## src/rtl/sram_access_sequencer.sv

```systemverilog
// sram_access_sequencer: sequences CE/OE/WE for one SRAM read or write per request
// with programmable setup, access and hold cycles; all pin outputs are registered.
module sram_access_sequencer #(
    parameter int ADDR_WIDTH    = 17,
    parameter int DATA_WIDTH    = 8,
    parameter int NUM_BANKS     = 2,
    parameter int SETUP_CYCLES  = 1,
    parameter int ACCESS_CYCLES = 2,
    parameter int HOLD_CYCLES   = 1
) (
    input  logic                  i_clk,
    input  logic                  i_reset_n,
    input  logic                  i_req,
    input  logic                  i_RW,
    input  logic [2:0]            i_bank,
    input  logic [ADDR_WIDTH-1:0] i_addr,
    input  logic [DATA_WIDTH-1:0] i_wdata,
    output logic                  o_busy,
    output logic                  o_ack,
    output logic                  o_err,
    output logic [DATA_WIDTH-1:0] o_rdata,
    output logic [ADDR_WIDTH-1:0] o_sram_addr,
    output logic [DATA_WIDTH-1:0] o_sram_dq,
    output logic                  o_sram_dq_oe,
    input  logic [DATA_WIDTH-1:0] i_sram_dq,
    output logic [NUM_BANKS-1:0]  o_CE,
    output logic [NUM_BANKS-1:0]  o_CE2,
    output logic                  o_RE,
    output logic                  o_WE
);
    localparam int MAXC = (SETUP_CYCLES > ACCESS_CYCLES)
                        ? ((SETUP_CYCLES > HOLD_CYCLES) ? SETUP_CYCLES : HOLD_CYCLES)
                        : ((ACCESS_CYCLES > HOLD_CYCLES) ? ACCESS_CYCLES : HOLD_CYCLES);
    localparam int CW = (MAXC > 1) ? $clog2(MAXC) : 1;
    localparam logic [CW-1:0] SETUP_LD  = CW'(SETUP_CYCLES - 1);
    localparam logic [CW-1:0] ACCESS_LD = CW'(ACCESS_CYCLES - 1);
    localparam logic [CW-1:0] HOLD_LD   = CW'(HOLD_CYCLES - 1);

    typedef enum logic [2:0] {IDLE, SETUP, ACCESS, HOLD, DONE} state_t;

    state_t                state, nxt;
    logic [CW-1:0]         cnt, cnt_nxt;
    logic                  rw_q, n_rw, take, n_valid, cap;
    logic [2:0]            bank_q, n_bank;
    logic [NUM_BANKS-1:0]  sel;

    always_comb begin
        nxt     = state;
        cnt_nxt = cnt;
        take    = 1'b0;
        case (state)
            IDLE: if (i_req) begin
                take    = 1'b1;
                nxt     = (SETUP_CYCLES > 0) ? SETUP : ACCESS;
                cnt_nxt = (SETUP_CYCLES > 0) ? SETUP_LD : ACCESS_LD;
            end
            SETUP: if (cnt == '0) begin
                nxt     = ACCESS;
                cnt_nxt = ACCESS_LD;
            end else cnt_nxt = cnt - CW'(1);
            ACCESS: if (cnt == '0) begin
                nxt     = (HOLD_CYCLES > 0) ? HOLD : DONE;
                cnt_nxt = HOLD_LD;
            end else cnt_nxt = cnt - CW'(1);
            HOLD: if (cnt == '0) nxt = DONE;
                  else cnt_nxt = cnt - CW'(1);
            DONE:    nxt = IDLE;
            default: nxt = IDLE;
        endcase
        // Outputs are decoded from the post-edge request, so acceptance uses the live inputs
        n_rw    = take ? i_RW : rw_q;
        n_bank  = take ? i_bank : bank_q;
        n_valid = int'(n_bank) < NUM_BANKS;
        for (int b = 0; b < NUM_BANKS; b++)
            sel[b] = n_valid && (nxt == SETUP || nxt == ACCESS || nxt == HOLD) && n_bank == 3'(b);
        cap = state == ACCESS && nxt != ACCESS && rw_q && int'(bank_q) < NUM_BANKS;
    end

    always_ff @(posedge i_clk) begin
        if (!i_reset_n) begin
            state        <= IDLE;
            cnt          <= '0;
            rw_q         <= 1'b1;
            bank_q       <= '0;
            o_sram_addr  <= '0;
            o_sram_dq    <= '0;
            o_rdata      <= '0;
            o_busy       <= 1'b0;
            o_ack        <= 1'b0;
            o_err        <= 1'b0;
            o_CE         <= '1;
            o_CE2        <= '0;
            o_RE         <= 1'b1;
            o_WE         <= 1'b1;
            o_sram_dq_oe <= 1'b0;
        end else begin
            state  <= nxt;
            cnt    <= cnt_nxt;
            rw_q   <= n_rw;
            bank_q <= n_bank;
            if (take) begin
                o_sram_addr <= i_addr;
                o_sram_dq   <= i_wdata;
            end
            if (cap) o_rdata <= i_sram_dq;
            o_busy       <= nxt != IDLE;
            o_ack        <= nxt == DONE;
            o_err        <= nxt == DONE && !n_valid;
            o_CE         <= ~sel;
            o_CE2        <= sel;
            o_RE         <= !(nxt == ACCESS && n_rw);
            o_WE         <= !(nxt == ACCESS && !n_rw);
            o_sram_dq_oe <= !n_rw && (nxt == ACCESS || nxt == HOLD);
        end
    end
endmodule

```

## config.mk

```make
export PLATFORM = sky130hd
export DESIGN_NAME = sram_access_sequencer
export DESIGN_NICKNAME = d
export VERILOG_FILES = /design/src/rtl/sram_access_sequencer.sv
export SDC_FILE = /design/constraint.sdc
export NUM_CORES = 1
export LEC_CHECK = 0
export CAP_MARGIN = 40
export CORE_MARGIN = 10
export CORE_UTILIZATION = 30
export CTS_BUF_LIST = sky130_fd_sc_hd__clkbuf_8
export CTS_CLUSTER_SIZE = 10
export DETAILED_ROUTE_END_ITERATION = 7
export DONT_BUFFER_PORTS = 1
export GPL_ROUTABILITY_DRIVEN = 0
export PLACE_DENSITY = 0.48
export SLEW_MARGIN = 20
export SYNTH_ARGS = -nofsm -noshare
export SYNTH_HDL_FRONTEND = slang
export SYNTH_SLANG_ARGS = --single-unit
```

## constraint.sdc

```tcl
create_clock -name i_clk -period 4 [get_ports i_clk]
set_input_delay 0.8 -clock i_clk [delete_from_list [all_inputs] [get_ports i_clk]]
set_output_delay 0.8 -clock i_clk [all_outputs]
set_load 0.05 [all_outputs]
```

==> flow_summary.rst, run 1 <==
.. list-table::
   :header-rows: 1

   * - Metric
     - Value
   * - Largest stage delay on the critical path
     - 1.05 ns
   * - Actual transition at the worst max-transition pin
     - 0.7133 ns
   * - First drt pass iteration count
     - 3
   * - Hold Vio Cnt, Final
     - 0
   * - Hold path start
     - bank_q[1]
   * - # DRC
     - 0
   * - Post-layout minimum cycle time
     - 1.948 ns
   * - Total via count in the routed design
     - 1352
   * - CP Capture Type
     - register
   * - Number of nets produced by synthesis
     - 259
   * - Clock sinks
     - 51
   * - Count of different cell masters after synthesis
     - 30
   * - Clock-pin slew reported for the worst setup and hold paths after clock tree synthesis
     - 0.08 ns
   * - Worst setup timing slack at the placement stage
     - 1.761 ns
   * - Number of inserted filler cells in the final layout
     - 677
   * - Synthesized area divided by synthesized cell count
     - 8.884 um2
   * - Net total in the final layout
     - 252
   * - Cell Chain, Critical Path
     - or4b_2 -> nand3b_1 -> a21oi_1
   * - Die Area
     - 10110 um2
   * - Final period utilization
     - 48.70%
   * - Number of I/O pins
     - 83
   * - Maximum level of the CTS H-tree
     - 2
   * - Layout Skew
     - 0.006843 ns
   * - Power consumption
     - 1.134 mW
   * - First-pass GRT wire length
     - 7672 um
   * - Count of flip-flops with a built-in enable after synthesis
     - 0
   * - Number of global-route vias before repair
     - 1406
   * - Post-synthesis share of cell area spent on xor and xnor gates
     - 0%
   * - All-layer global routing usage
     - 9.603%
   * - Main combinational cell family by area after synthesis
     - simple AND/OR/NAND/NOR gates
   * - Wirelength per Cell
     - 16.86 um
   * - Die width
     - 100.5 um
   * - Net Switching
     - 0.3936 mW
   * - Antenna Nets Post-Route
     - 0
   * - Worst min-delay path category
     - register to register
   * - Timing startpoint of the critical path
     - state[0]
   * - Worst Reg2Reg Path Length in Cells
     - 3
   * - DRT Wirelength
     - 4873 um
   * - Standard-cell rows
     - 29
   * - Category of the most critical setup path
     - register to register
   * - Setup slack of the worst register-to-register path
     - 2.05 ns
   * - Worst slew margin relative to its limit
     - 52.44%
   * - Number of inserted diodes
     - 0
   * - Area of the core
     - 6314 um2
   * - TritonCTS buffer count
     - 5
   * - Average vias per placed instance
     - 4.678
   * - Async set-or-reset flop fraction in the synthesized netlist
     - 0%
   * - Share of power burned in combinational logic
     - 11.3%
   * - Power per standard cell area
     - 546.4 nW/um2
   * - Drt first-iter violations
     - 29
   * - Number of instances in the synthesized netlist
     - 219
   * - CTS Buffer Depth
     - 2
   * - Part of the Yosys area used for sequential elements
     - 52.48%
   * - Synthesized-area fraction occupied by adder cells
     - 0%
   * - Area grow syn2layout
     - 6.624%
   * - Part of the power in the clock network
     - 26.3%
   * - Multiplexer fraction of the synthesized cell area
     - 5.209%
   * - MaxCap Viol Count
     - 0
   * - Grt total ovfl
     - 0
   * - Height of the die
     - 100.5 um
   * - Area fraction in and, or, nand and nor cells after synthesis
     - 21.99%
   * - Root buffer cell
     - clkbuf_8
   * - Arrival time of data at the critical path endpoint
     - 2.13 ns
   * - Placed cells
     - 282
   * - Worst vdd rail ir drop
     - 0.1606 mV
   * - Number of buffers added for setup after CTS
     - 0
   * - Leakage power summed over all cells
     - 0.7677 nW
   * - Element type at the critical path start
     - register
   * - Post-route setup slack
     - 2.052 ns
   * - Cell area after synthesis
     - 1946 um2
   * - Required time at the endpoint of the critical path
     - 4.18 ns
   * - Number of setup violations in the final report
     - 0
   * - Switch share
     - 34.72%
   * - Achievable Freq
     - 0.5134 GHz
   * - R2R Path End
     - o_CE2[0]
   * - WHS Path Cells
     - 2
   * - RR Startpoint
     - state[0]
   * - Number of buffers added to fix hold violations after cts
     - 0
   * - Area taken by multi-input logic gates
     - 839.6 um2
   * - Internal power
     - 0.7399 mW
   * - Accumulated negative setup slack
     - 0 ns
   * - Unrepaired setup endpoints after global routing
     - false
   * - # resized after CTS
     - 0
   * - Post-route non-filler standard cell count
     - 289
   * - Category of cells accounting for the largest share of critical-path delay
     - simple AND/OR/NAND/NOR gates
   * - Storage cell area
     - 1021 um2
   * - Largest net degree at the start of global routing
     - 49
   * - Status
     - finished clean
   * - Starting Density
     - 30.82%
   * - Portion of total power attributed to sequential cells
     - 62.5%
   * - Fraction of layout instances using a drive strength above 1
     - 6.604%
   * - Most frequently used flop master after synthesis
     - dfxtp_1
   * - HPWL after detailed placement
     - 3516 um
   * - Biggest fanout along the worst timing path
     - 32
   * - Number of pins with negative max-slew slack in the final report
     - 0
   * - Port Buffers
     - 0
   * - Crit path max-delay cell type
     - or4b_2
   * - Flip-flop and latch count after synthesis
     - 51
   * - Warnings from Yosys
     - 0
   * - Clock latency reported for the late side of the worst-skew pair
     - 0.30 ns
   * - Initial antenna violation count
     - 0
   * - Post-synthesis compound-gate area fraction
     - 15.50%
   * - Worst path buffer plus inverter count
     - 0
   * - Clock tree from TritonCTS
     - built
   * - Min-Delay Endpoint
     - bank_q[1]
[cells in the mapped netlist, types with 2 or more instances]
cell type / count / area (um2)
a21boi_1: 28 / 210.2
a21o_1: 2 / 15.01
a21oi_1: 4 / 20.02
buf_2: 9 / 45.04
clkbuf_1: 6 / 22.52
dfxtp_1: 51 / 1021
inv_1: 4 / 15.01
mux2i_1: 9 / 90.09
nand2_1: 76 / 285.3
nand3_1: 2 / 10.01
nand3b_1: 4 / 30.03
nor2_1: 5 / 18.77
o21ai_0: 2 / 10.01
[power by group through the flow]
stage / clock (mW) / sequential, mW / combinational [mW]
2_1_floorplan: 0 / 0.702 / 0.123
3_3_place_gp: 0 / 0.723 / 0.129
3_5_place_dp: 0 / 0.723 / 0.133
4_1_cts: 0.313 / 0.711 / 0.133
5_1_grt: 0.331 / 0.716 / 0.149
6_report: 0.298 / 0.708 / 0.128
[worst min-delay path, cell delays in order, from the launching register on]
cell      delay [ns]
dfxtp_1         0.32
nand2_1         0.05
a21boi_1        0.05
[cell type report]
class                      instances  share of cell area (%)
tap                               77                   4.644
sequential                        51                   49.22
multi-input combinational        148                   40.47
clock buffer                       6                   3.981
clock inverter                     1                  0.2413
timing repair buffer               2                  0.7238
inverter                           4                  0.7238
[sequential cells by signal, summed over array words and instances (netlist names)]
signal        cells
o_RE              1
o_ack             1
o_sram_dq         8
o_err             1
o_CE              2
o_CE2             2
o_busy            1
o_sram_addr      17
o_rdata           8
rw_q              1
cnt               1
bank_q            3
o_WE              1
o_sram_dq_oe      1
state             3
[logic make-up (layout without fill, tap and decap cells)]
kind of cell | Yosys count | after routing
muxes | 10 | 10
and+or+nand+nor | 97 | 97
buffers and inverters | 20 | 13
DFF | 51 | 51
AOI/OAI and AO/OA | 41 | 41
[worst max-delay path by stage]
| stage | depth (start not counted) | to | slack (ns) |
|---|---|---|---|
| final | 3 | o_CE2[0] | 2.05 |
| after global routing | 3 | o_CE[0] | 1.94 |
| after floorplan | 5 | o_err | 2.20 |
| after detailed placement | 3 | o_CE2[0] | 1.76 |
| after global placement | 3 | o_CE2[0] | 1.66 |
| after CTS | 3 | o_CE2[0] | 2.01 |
[routing by layer]
metal	share of wire [%]	vias up	GRT usage, %
met4	1.6	0	3.913
met3	7.4	5	4.252
met2	51	33	16.62
met1	40	614	9.895
li1	-	700	-
met5	0	-	0
[cells in the final DEF, fill, tap and decap left out]
| cell type | count |
|---|---|
| nand4_1 | 1 |
| or3b_1 | 1 |
| a211oi_2 | 1 |
| nor3_1 | 1 |
| dfxtp_1 | 51 |
| a311o_1 | 1 |
| or4b_2 | 1 |
| nand3b_1 | 4 |
| and3_1 | 1 |
| nand3_1 | 2 |
| clkinv_2 | 1 |
| o21ai_0 | 2 |
| a21boi_0 | 1 |
| buf_4 | 2 |
| nor4b_4 | 1 |
| a21boi_1 | 28 |
| nor2_1 | 5 |
| a21o_1 | 2 |
| clkbuf_8 | 6 |
| nor3_2 | 1 |
| a21oi_1 | 4 |
| nand2b_1 | 1 |
| mux2_2 | 1 |
| nor4b_1 | 1 |
| inv_1 | 4 |
| mux2i_1 | 9 |
| a221oi_1 | 1 |
| nand2_1 | 76 |
| a211oi_1 | 1 |
| nor3b_1 | 1 |
[metrics by stage]
stage,utilization [%],hold slack [ns],area [um2]
after floorplan,-,0.4350,1946
after detailed placement,31.47,0.4493,1987
after CTS,32.86,0.4620,2074
final,32.86,0.4601,2074
after global routing,32.86,0.5009,2074
after global placement,31.47,0.4420,1987
No activity file was read; power rests on OpenSTA's default activity.
==> run 2, diff against run 1 <==
--- a/config.mk
+++ b/config.mk
@@ -5,6 +5,7 @@
 export SDC_FILE = /design/constraint.sdc
 export NUM_CORES = 1
 export LEC_CHECK = 0
+export ABC_AREA = 1
 export CAP_MARGIN = 40
 export CORE_MARGIN = 10
 export CORE_UTILIZATION = 30
@@ -13,7 +14,7 @@
 export DETAILED_ROUTE_END_ITERATION = 7
 export DONT_BUFFER_PORTS = 1
 export GPL_ROUTABILITY_DRIVEN = 0
-export PLACE_DENSITY = 0.48
+export PLACE_DENSITY = 0.49
 export SLEW_MARGIN = 20
 export SYNTH_ARGS = -nofsm -noshare
 export SYNTH_HDL_FRONTEND = slang
==> constraint.sdc (replaced) <==
create_clock -name i_clk -period 1.7 [get_ports i_clk]
set_input_delay 0.34 -clock i_clk [delete_from_list [all_inputs] [get_ports i_clk]]
set_output_delay 0.34 -clock i_clk [all_outputs]
set_load 0.05 [all_outputs]
==> flow_summary.rst, run 2 <==
.. list-table::
   :header-rows: 1

   * - Metric
     - Value
   * - Number of nets produced by synthesis
     - 264
   * - Met2 routed WL
     - 2368 um
   * - Worst Reg2Reg Path Length in Cells
     - 7
   * - Element type at the critical path start
     - register
   * - Category of the most critical setup path
     - register to register
   * - MaxCap Viol Count
     - 0
   * - Biggest fanout along the worst timing path
     - 12
   * - Number of buffers added for setup after CTS
     - 0
   * - Unrepaired setup endpoints after global routing
     - false
   * - Warnings from Yosys
     - 0
   * - List of most frequent post-synthesis cells
     - nand2_1 (62), dfxtp_1 (51), a21oi_1 (28), nor2_1 (24), inv_1 (10)
   * - First-pass GRT wire length
     - 7355 um
   * - Root buffer cell
     - clkbuf_8
   * - Placed standard-cell area
     - 1968 um2
   * - Minimum hold slack
     - 0.1435 ns
   * - Area taken by multi-input logic gates
     - 748.2 um2
   * - Height of the die
     - 99.41 um
   * - Placed cells
     - 293
   * - Most common library cell in the layout ignoring fill and taps
     - nand2_1
   * - Port Buffers
     - 0
   * - Cells taking the most area after synthesis
     - dfxtp_1 (54%), nand2_1 (12%), a21oi_1 (7.4%)
   * - Number of inserted diodes
     - 0
   * - Clock sinks
     - 51
   * - Met1 WL
     - 1948 um
   * - Number of instances in the synthesized netlist
     - 224
   * - Flip-flop count of the largest register after layout
     - 17
   * - All-layer global routing usage
     - 9.399%
   * - Die width
     - 99.41 um
   * - WHS Path Cells
     - 1
   * - Worst slew margin relative to its limit
     - 63.11%
   * - Count of different cell masters after synthesis
     - 26
   * - Part of the Yosys area used for sequential elements
     - 53.97%
   * - Power per standard cell area
     - 1374 nW/um2
   * - Number of pins with negative max-slew slack in the final report
     - 0
   * - CP Capture Type
     - register
   * - Most frequently used flop master after synthesis
     - dfxtp_1
   * - Area grow syn2layout
     - 7.871%
   * - Worst setup timing slack at the placement stage
     - 0.3498 ns
   * - Net Switching
     - 1.066 mW
   * - Cell type with the highest aggregate area in the netlist
     - dfxtp_1
   * - Starting Density
     - 31.40%
   * - # resized after CTS
     - 0
   * - Part of the power in the clock network
     - 22.3%
   * - Synthesized area divided by synthesized cell count
     - 8.446 um2
   * - Achievable Freq
     - 0.7459 GHz
   * - RR Startpoint
     - state[0]
   * - Number of buffers added to fix hold violations after cts
     - 0
   * - Async set-or-reset flop fraction in the synthesized netlist
     - 0%
   * - Number of global-route vias before repair
     - 1326
   * - Final period utilization
     - 78.86%
   * - Timing startpoint of the critical path
     - state[0]
   * - Wirelength per Cell
     - 15.84 um
   * - Status
     - finished clean
   * - Post-layout minimum cycle time
     - 1.341 ns
   * - Worst vdd rail ir drop
     - 0.4992 mV
   * - Flip-flop and latch count after synthesis
     - 51
   * - Largest register by flop count
     - o_sram_addr
   * - Standard-cell rows
     - 28
   * - Fraction of layout instances using a drive strength above 1
     - 13.84%
   * - Drt first-iter violations
     - 45
   * - Highest-count cells in the layout ignoring fill and taps
     - nand2_1 (62), dfxtp_1 (51), a21oi_1 (28), nor2_1 (24), inv_1 (11)
   * - Share of power burned in combinational logic
     - 15.5%
   * - Layout Skew
     - 0.008209 ns
   * - CTS Buffer Depth
     - 2
   * - Portion of total power attributed to sequential cells
     - 62.2%
   * - Maximum level of the CTS H-tree
     - 2
   * - Worst min-delay path category
     - primary input to register
   * - Post-route non-filler standard cell count
     - 299
   * - Required time at the endpoint of the critical path
     - 1.93 ns
   * - Leakage power summed over all cells
     - 0.8191 nW
   * - Storage cell area
     - 1021 um2
   * - Library cell with the highest instance count after synthesis
     - nand2_1
   * - Biggest registers after layout
     - o_sram_addr (17), o_rdata (8), o_sram_dq (8)
   * - Switch share
     - 38.00%
   * - Average vias per placed instance
     - 4.639
   * - HPWL after detailed placement
     - 3632 um
   * - Post-route setup slack
     - 0.3594 ns
   * - First drt pass iteration count
     - 4
   * - Die Area
     - 9882 um2
   * - Total via count in the routed design
     - 1387
   * - Cell area after synthesis
     - 1892 um2
   * - Clock tree from TritonCTS
     - built
   * - Area of the core
     - 6026 um2
   * - Accumulated negative setup slack
     - 0 ns
   * - Count of flip-flops with a built-in enable after synthesis
     - 0
   * - Grt total ovfl
     - 0
   * - Clock-pin slew reported for the worst setup and hold paths after clock tree synthesis
     - 0.08 ns
   * - Wire length on met3
     - 332 um
   * - Util after Layout
     - 33.87%
   * - Hold Vio Cnt, Final
     - 0
   * - Area share of the largest cell type after synthesis
     - 53.97%
   * - Actual transition at the worst max-transition pin
     - 0.5527 ns
   * - TritonCTS buffer count
     - 5
   * - Number of setup violations in the final report
     - 0
   * - Largest net degree at the start of global routing
     - 26
   * - Hold path start
     - i_reset_n
   * - DRT Wirelength
     - 4737 um
   * - Uppermost signal routing layer after detailed routing
     - met4
   * - Antenna Nets Post-Route
     - 0
   * - Clock latency reported for the late side of the worst-skew pair
     - 0.30 ns
   * - Post-route cell area
     - 2041 um2
   * - Number of inserted filler cells in the final layout
     - 657
   * - Number of I/O pins
     - 83
   * - Net total in the final layout
     - 265
   * - Initial antenna violation count
     - 0
   * - Internal power
     - 1.739 mW
   * - Arrival time of data at the critical path endpoint
     - 1.58 ns
   * - # DRC
     - 0
   * - Power consumption
     - 2.804 mW
[run 2: power by group through the flow]
stage	Clock [mW]	Sequential (mW)	Combinational (mW)
final	0.626	1.74	0.436
after floorplan	0	1.75	0.381
after global routing	0.716	1.76	0.507
after CTS	0.673	1.75	0.448
after global placement	0	1.78	0.442
after detailed placement	0	1.78	0.446
[run 2: path summary, 6_finish.rpt]
path                     to  slack (ns)
setup / recovery   o_CE2[0]        0.36
hold / removal      o_CE[0]        0.14
setup reg to reg   o_CE2[0]        0.36
hold reg to reg   bank_q[1]        0.49
[run 2: per-layer routing]
metal	vias to the layer above	global-route usage, %
li1	715	-
met1	627	10.33
met2	39	15.28
met3	6	4.152
met4	0	4.300
met5	-	0
[run 2: critical path, stage by stage, from the launching register on]
cell	delay, ns
dfxtp_1	0.38
nor2_4	0.17
nand3_4	0.17
nand2_1	0.12
nand2_1	0.13
nor2_8	0.16
nand3_2	0.09
nor2_2	0.08
[run 2: layout make-up]
type	count	area share, %
clock inverters	1	0.1839
well taps	75	4.598
flip-flops and latches	51	50.03
multi-input cells	150	36.66
clock buffers	5	3.372
inverters	14	2.820
repair buffers	3	2.330
[run 2: kinds of logic after synthesis]
kind of cell    share of synthesized area (%)
simple gates                            28.64
flops                                   53.97
buf+inv                                 6.481
compound gates                          10.91
==> run 3, diff against run 2 <==
--- a/config.mk
+++ b/config.mk
@@ -5,7 +5,7 @@
 export SDC_FILE = /design/constraint.sdc
 export NUM_CORES = 1
 export LEC_CHECK = 0
-export ABC_AREA = 1
+export ABC_AREA = 0
 export CAP_MARGIN = 40
 export CORE_MARGIN = 10
 export CORE_UTILIZATION = 30
==> constraint.sdc (replaced) <==
create_clock -name i_clk -period 1.1 [get_ports i_clk]
set_input_delay 0.22 -clock i_clk [delete_from_list [all_inputs] [get_ports i_clk]]
set_output_delay 0.22 -clock i_clk [all_outputs]
set_load 0.05 [all_outputs]
==> flow_summary.rst, run 3 (synthesis results as in run 1) <==
.. list-table::
   :header-rows: 1

   * - Metric
     - Value
   * - Status
     - complete, but fails checks
   * - Violated checks
     - negative setup slack
   * - Die Area
     - 10110 um2
   * - Worst vdd rail ir drop
     - 0.5697 mV
   * - Util after Layout
     - 45.09%
   * - Share of power burned in combinational logic
     - 32.8%
   * - CTS Buffer Depth
     - 2
   * - Clock latency reported for the late side of the worst-skew pair
     - 0.30 ns
   * - Clock tree from TritonCTS
     - built
   * - RR Startpoint
     - state[2]
   * - Timing startpoint of the critical path
     - state[2]
   * - Clock-pin slew reported for the worst setup and hold paths after clock tree synthesis
     - 0.09 ns
   * - Internal power
     - 3.074 mW
   * - # DRC
     - 0
   * - Part of the power in the clock network
     - 22.5%
   * - Number of pins with negative max-slew slack in the final report
     - 0
   * - CP Capture Type
     - register
   * - Post-route setup slack
     - -0.3279 ns
   * - Biggest fanout along the worst timing path
     - 8
   * - Number of I/O pins
     - 83
   * - Drt first-iter violations
     - 36
   * - Root buffer cell
     - clkbuf_8
   * - Final period utilization
     - 129.8%
   * - Worst path buffer plus inverter count
     - 1
   * - Most common library cell in the layout ignoring fill and taps
     - nand2_1
   * - Net Switching
     - 1.618 mW
   * - Unrepaired setup endpoints after global routing
     - true
   * - Post-layout minimum cycle time
     - 1.428 ns
   * - Number of global-route vias before repair
     - 1643
   * - Cell Chain, Critical Path
     - or4b_4 -> buf_12 -> nor3_2 -> a211oi_2
   * - Largest register by flop count
     - o_sram_addr
   * - Wirelength per Cell
     - 15.84 um
   * - Hold path start
     - i_wdata[0]
   * - Category of cells accounting for the largest share of critical-path delay
     - simple AND/OR/NAND/NOR gates
   * - Net total in the final layout
     - 314
   * - Worst slew margin relative to its limit
     - 79.08%
   * - First-pass GRT wire length
     - 8238 um
   * - Area of the core
     - 6314 um2
   * - Arrival time of data at the critical path endpoint
     - 1.63 ns
   * - Port Buffers
     - 0
   * - Starting Density
     - 30.82%
   * - Actual transition at the worst max-transition pin
     - 0.3124 ns
   * - Required time at the endpoint of the critical path
     - 1.30 ns
   * - DRT Wirelength
     - 5574 um
   * - Category of the most critical setup path
     - register to register
   * - Antenna Nets Post-Route
     - 0
   * - Maximum level of the CTS H-tree
     - 2
   * - Number of setup violations in the final report
     - 48
   * - Largest net degree at the start of global routing
     - 49
   * - Total via count in the routed design
     - 1650
   * - All-layer global routing usage
     - 10.08%
   * - Power per standard cell area
     - 1648 nW/um2
   * - Largest stage delay on the critical path
     - 0.61 ns
   * - Switch share
     - 34.48%
   * - Clock sinks
     - 51
   * - Leakage power summed over all cells
     - 1.172 nW
   * - Worst min-delay path category
     - primary input to register
   * - Achievable Freq
     - 0.7003 GHz
   * - Fraction of layout instances using a drive strength above 1
     - 38.55%
   * - Number of inserted diodes
     - 0
   * - Standard-cell rows
     - 29
   * - MaxCap Viol Count
     - 0
   * - Average vias per placed instance
     - 4.688
   * - Element type at the critical path start
     - register
   * - Grt total ovfl
     - 0
   * - Flip-flop count of the largest register after layout
     - 17
   * - Area grow syn2layout
     - 46.30%
   * - TritonCTS buffer count
     - 5
   * - Highest-count cells in the layout ignoring fill and taps
     - nand2_1 (72), dfxtp_1 (42), buf_6 (30), buf_4 (28), a21boi_1 (27)
   * - Layout Skew
     - 0.006343 ns
   * - Minimum hold slack
     - 0.03076 ns
   * - Crit path max-delay cell type
     - or4b_4
   * - Hold Vio Cnt, Final
     - 0
   * - Die width
     - 100.5 um
   * - Height of the die
     - 100.5 um
   * - HPWL after detailed placement
     - 3858 um
   * - First drt pass iteration count
     - 4
   * - Portion of total power attributed to sequential cells
     - 44.7%
   * - Biggest registers after layout
     - o_sram_addr (17), o_rdata (8), o_sram_dq (8)
   * - Initial antenna violation count
     - 0
run 3: cell types whose count changed in the layout (fill, tap and decap cells not counted), moves of 10 or more:
cell	previous run	this run
buf_4	1	28
a21boi_1	0	27
nor2_1	24	3
nand2_1	62	72
a21oi_1	28	1
buf_6	0	30
run 3: metal layers:
| metal | vias up | track usage, % | wire length [um] |
|---|---|---|---|
| met2 | 47 | 16.27 | 2803 |
| li1 | 828 | - | - |
| met3 | 6 | 4.733 | 477 |
| met1 | 769 | 11.50 | 2230 |
| met4 | 0 | 3.261 | 62 |
| met5 | - | 0 | 0 |
run 3: worst paths after layout:
path | end | slack, ns | depth (start not counted)
hold reg to reg | o_sram_addr[6] | 0.46 | 2
hold / removal | o_sram_dq[0] | 0.03 | 2
setup / recovery | o_err | -0.33 | 4
setup reg to reg | o_err | -0.33 | 4
run 3: what timing repair did:
item,in CTS,in global routing
endpoints found under the hold margin,1,0
cloned,0,3
setup buffers,1,0
hold buffers,1,0
setup endpoints to repair,49,71
resized for setup,25,45
pin swaps,12,16
run 3: power by group through the flow:
stage	logic, mW	registers (mW)	clock network [mW]
after floorplan	0.483	2.56	0
after global placement	1.28	2.12	0
after detailed placement	1.29	2.12	0
after CTS	1.39	2.08	1.10
after global routing	1.65	2.11	1.17
final	1.54	2.10	1.06
run 3: per-stage QoR:
step           total power, mW  std cells  setup slack (ns)  setup TNS, ns  instance area [um2]
2_1_floorplan            3.038        219           -0.2902         -9.940                 1979
4_1_cts                  4.578        349           -0.2978         -11.64                 2641
3_3_place_gp             3.397        339           -0.3250         -12.21                 2446
5_1_grt                  4.935        352           -0.3822         -15.35                 2846
3_5_place_dp             3.409        339           -0.3338         -13.26                 2446
6_report                 4.692        352           -0.3279         -11.96                 2846
run 3: worst reg2reg max path, delay by kind of cell (launching register included):
| kind | cells | cell delay [ns] |
|---|---|---|
| flip-flops | 1 | 0.37 |
| AND/OR/NAND/NOR | 2 | 0.73 |
| buffers and inverters | 1 | 0.18 |
| AO/OA/AOI/OAI | 1 | 0.05 |
run 3: layout make-up:
class	instances	area (um2)
multi-input combinational	148	952.2
clock buffer	5	68.82
sequential	51	1035
tap	77	96.34
fill	647	3467
clock inverter	3	16.27
timing repair buffer	64	663.1
inverter	4	15.01
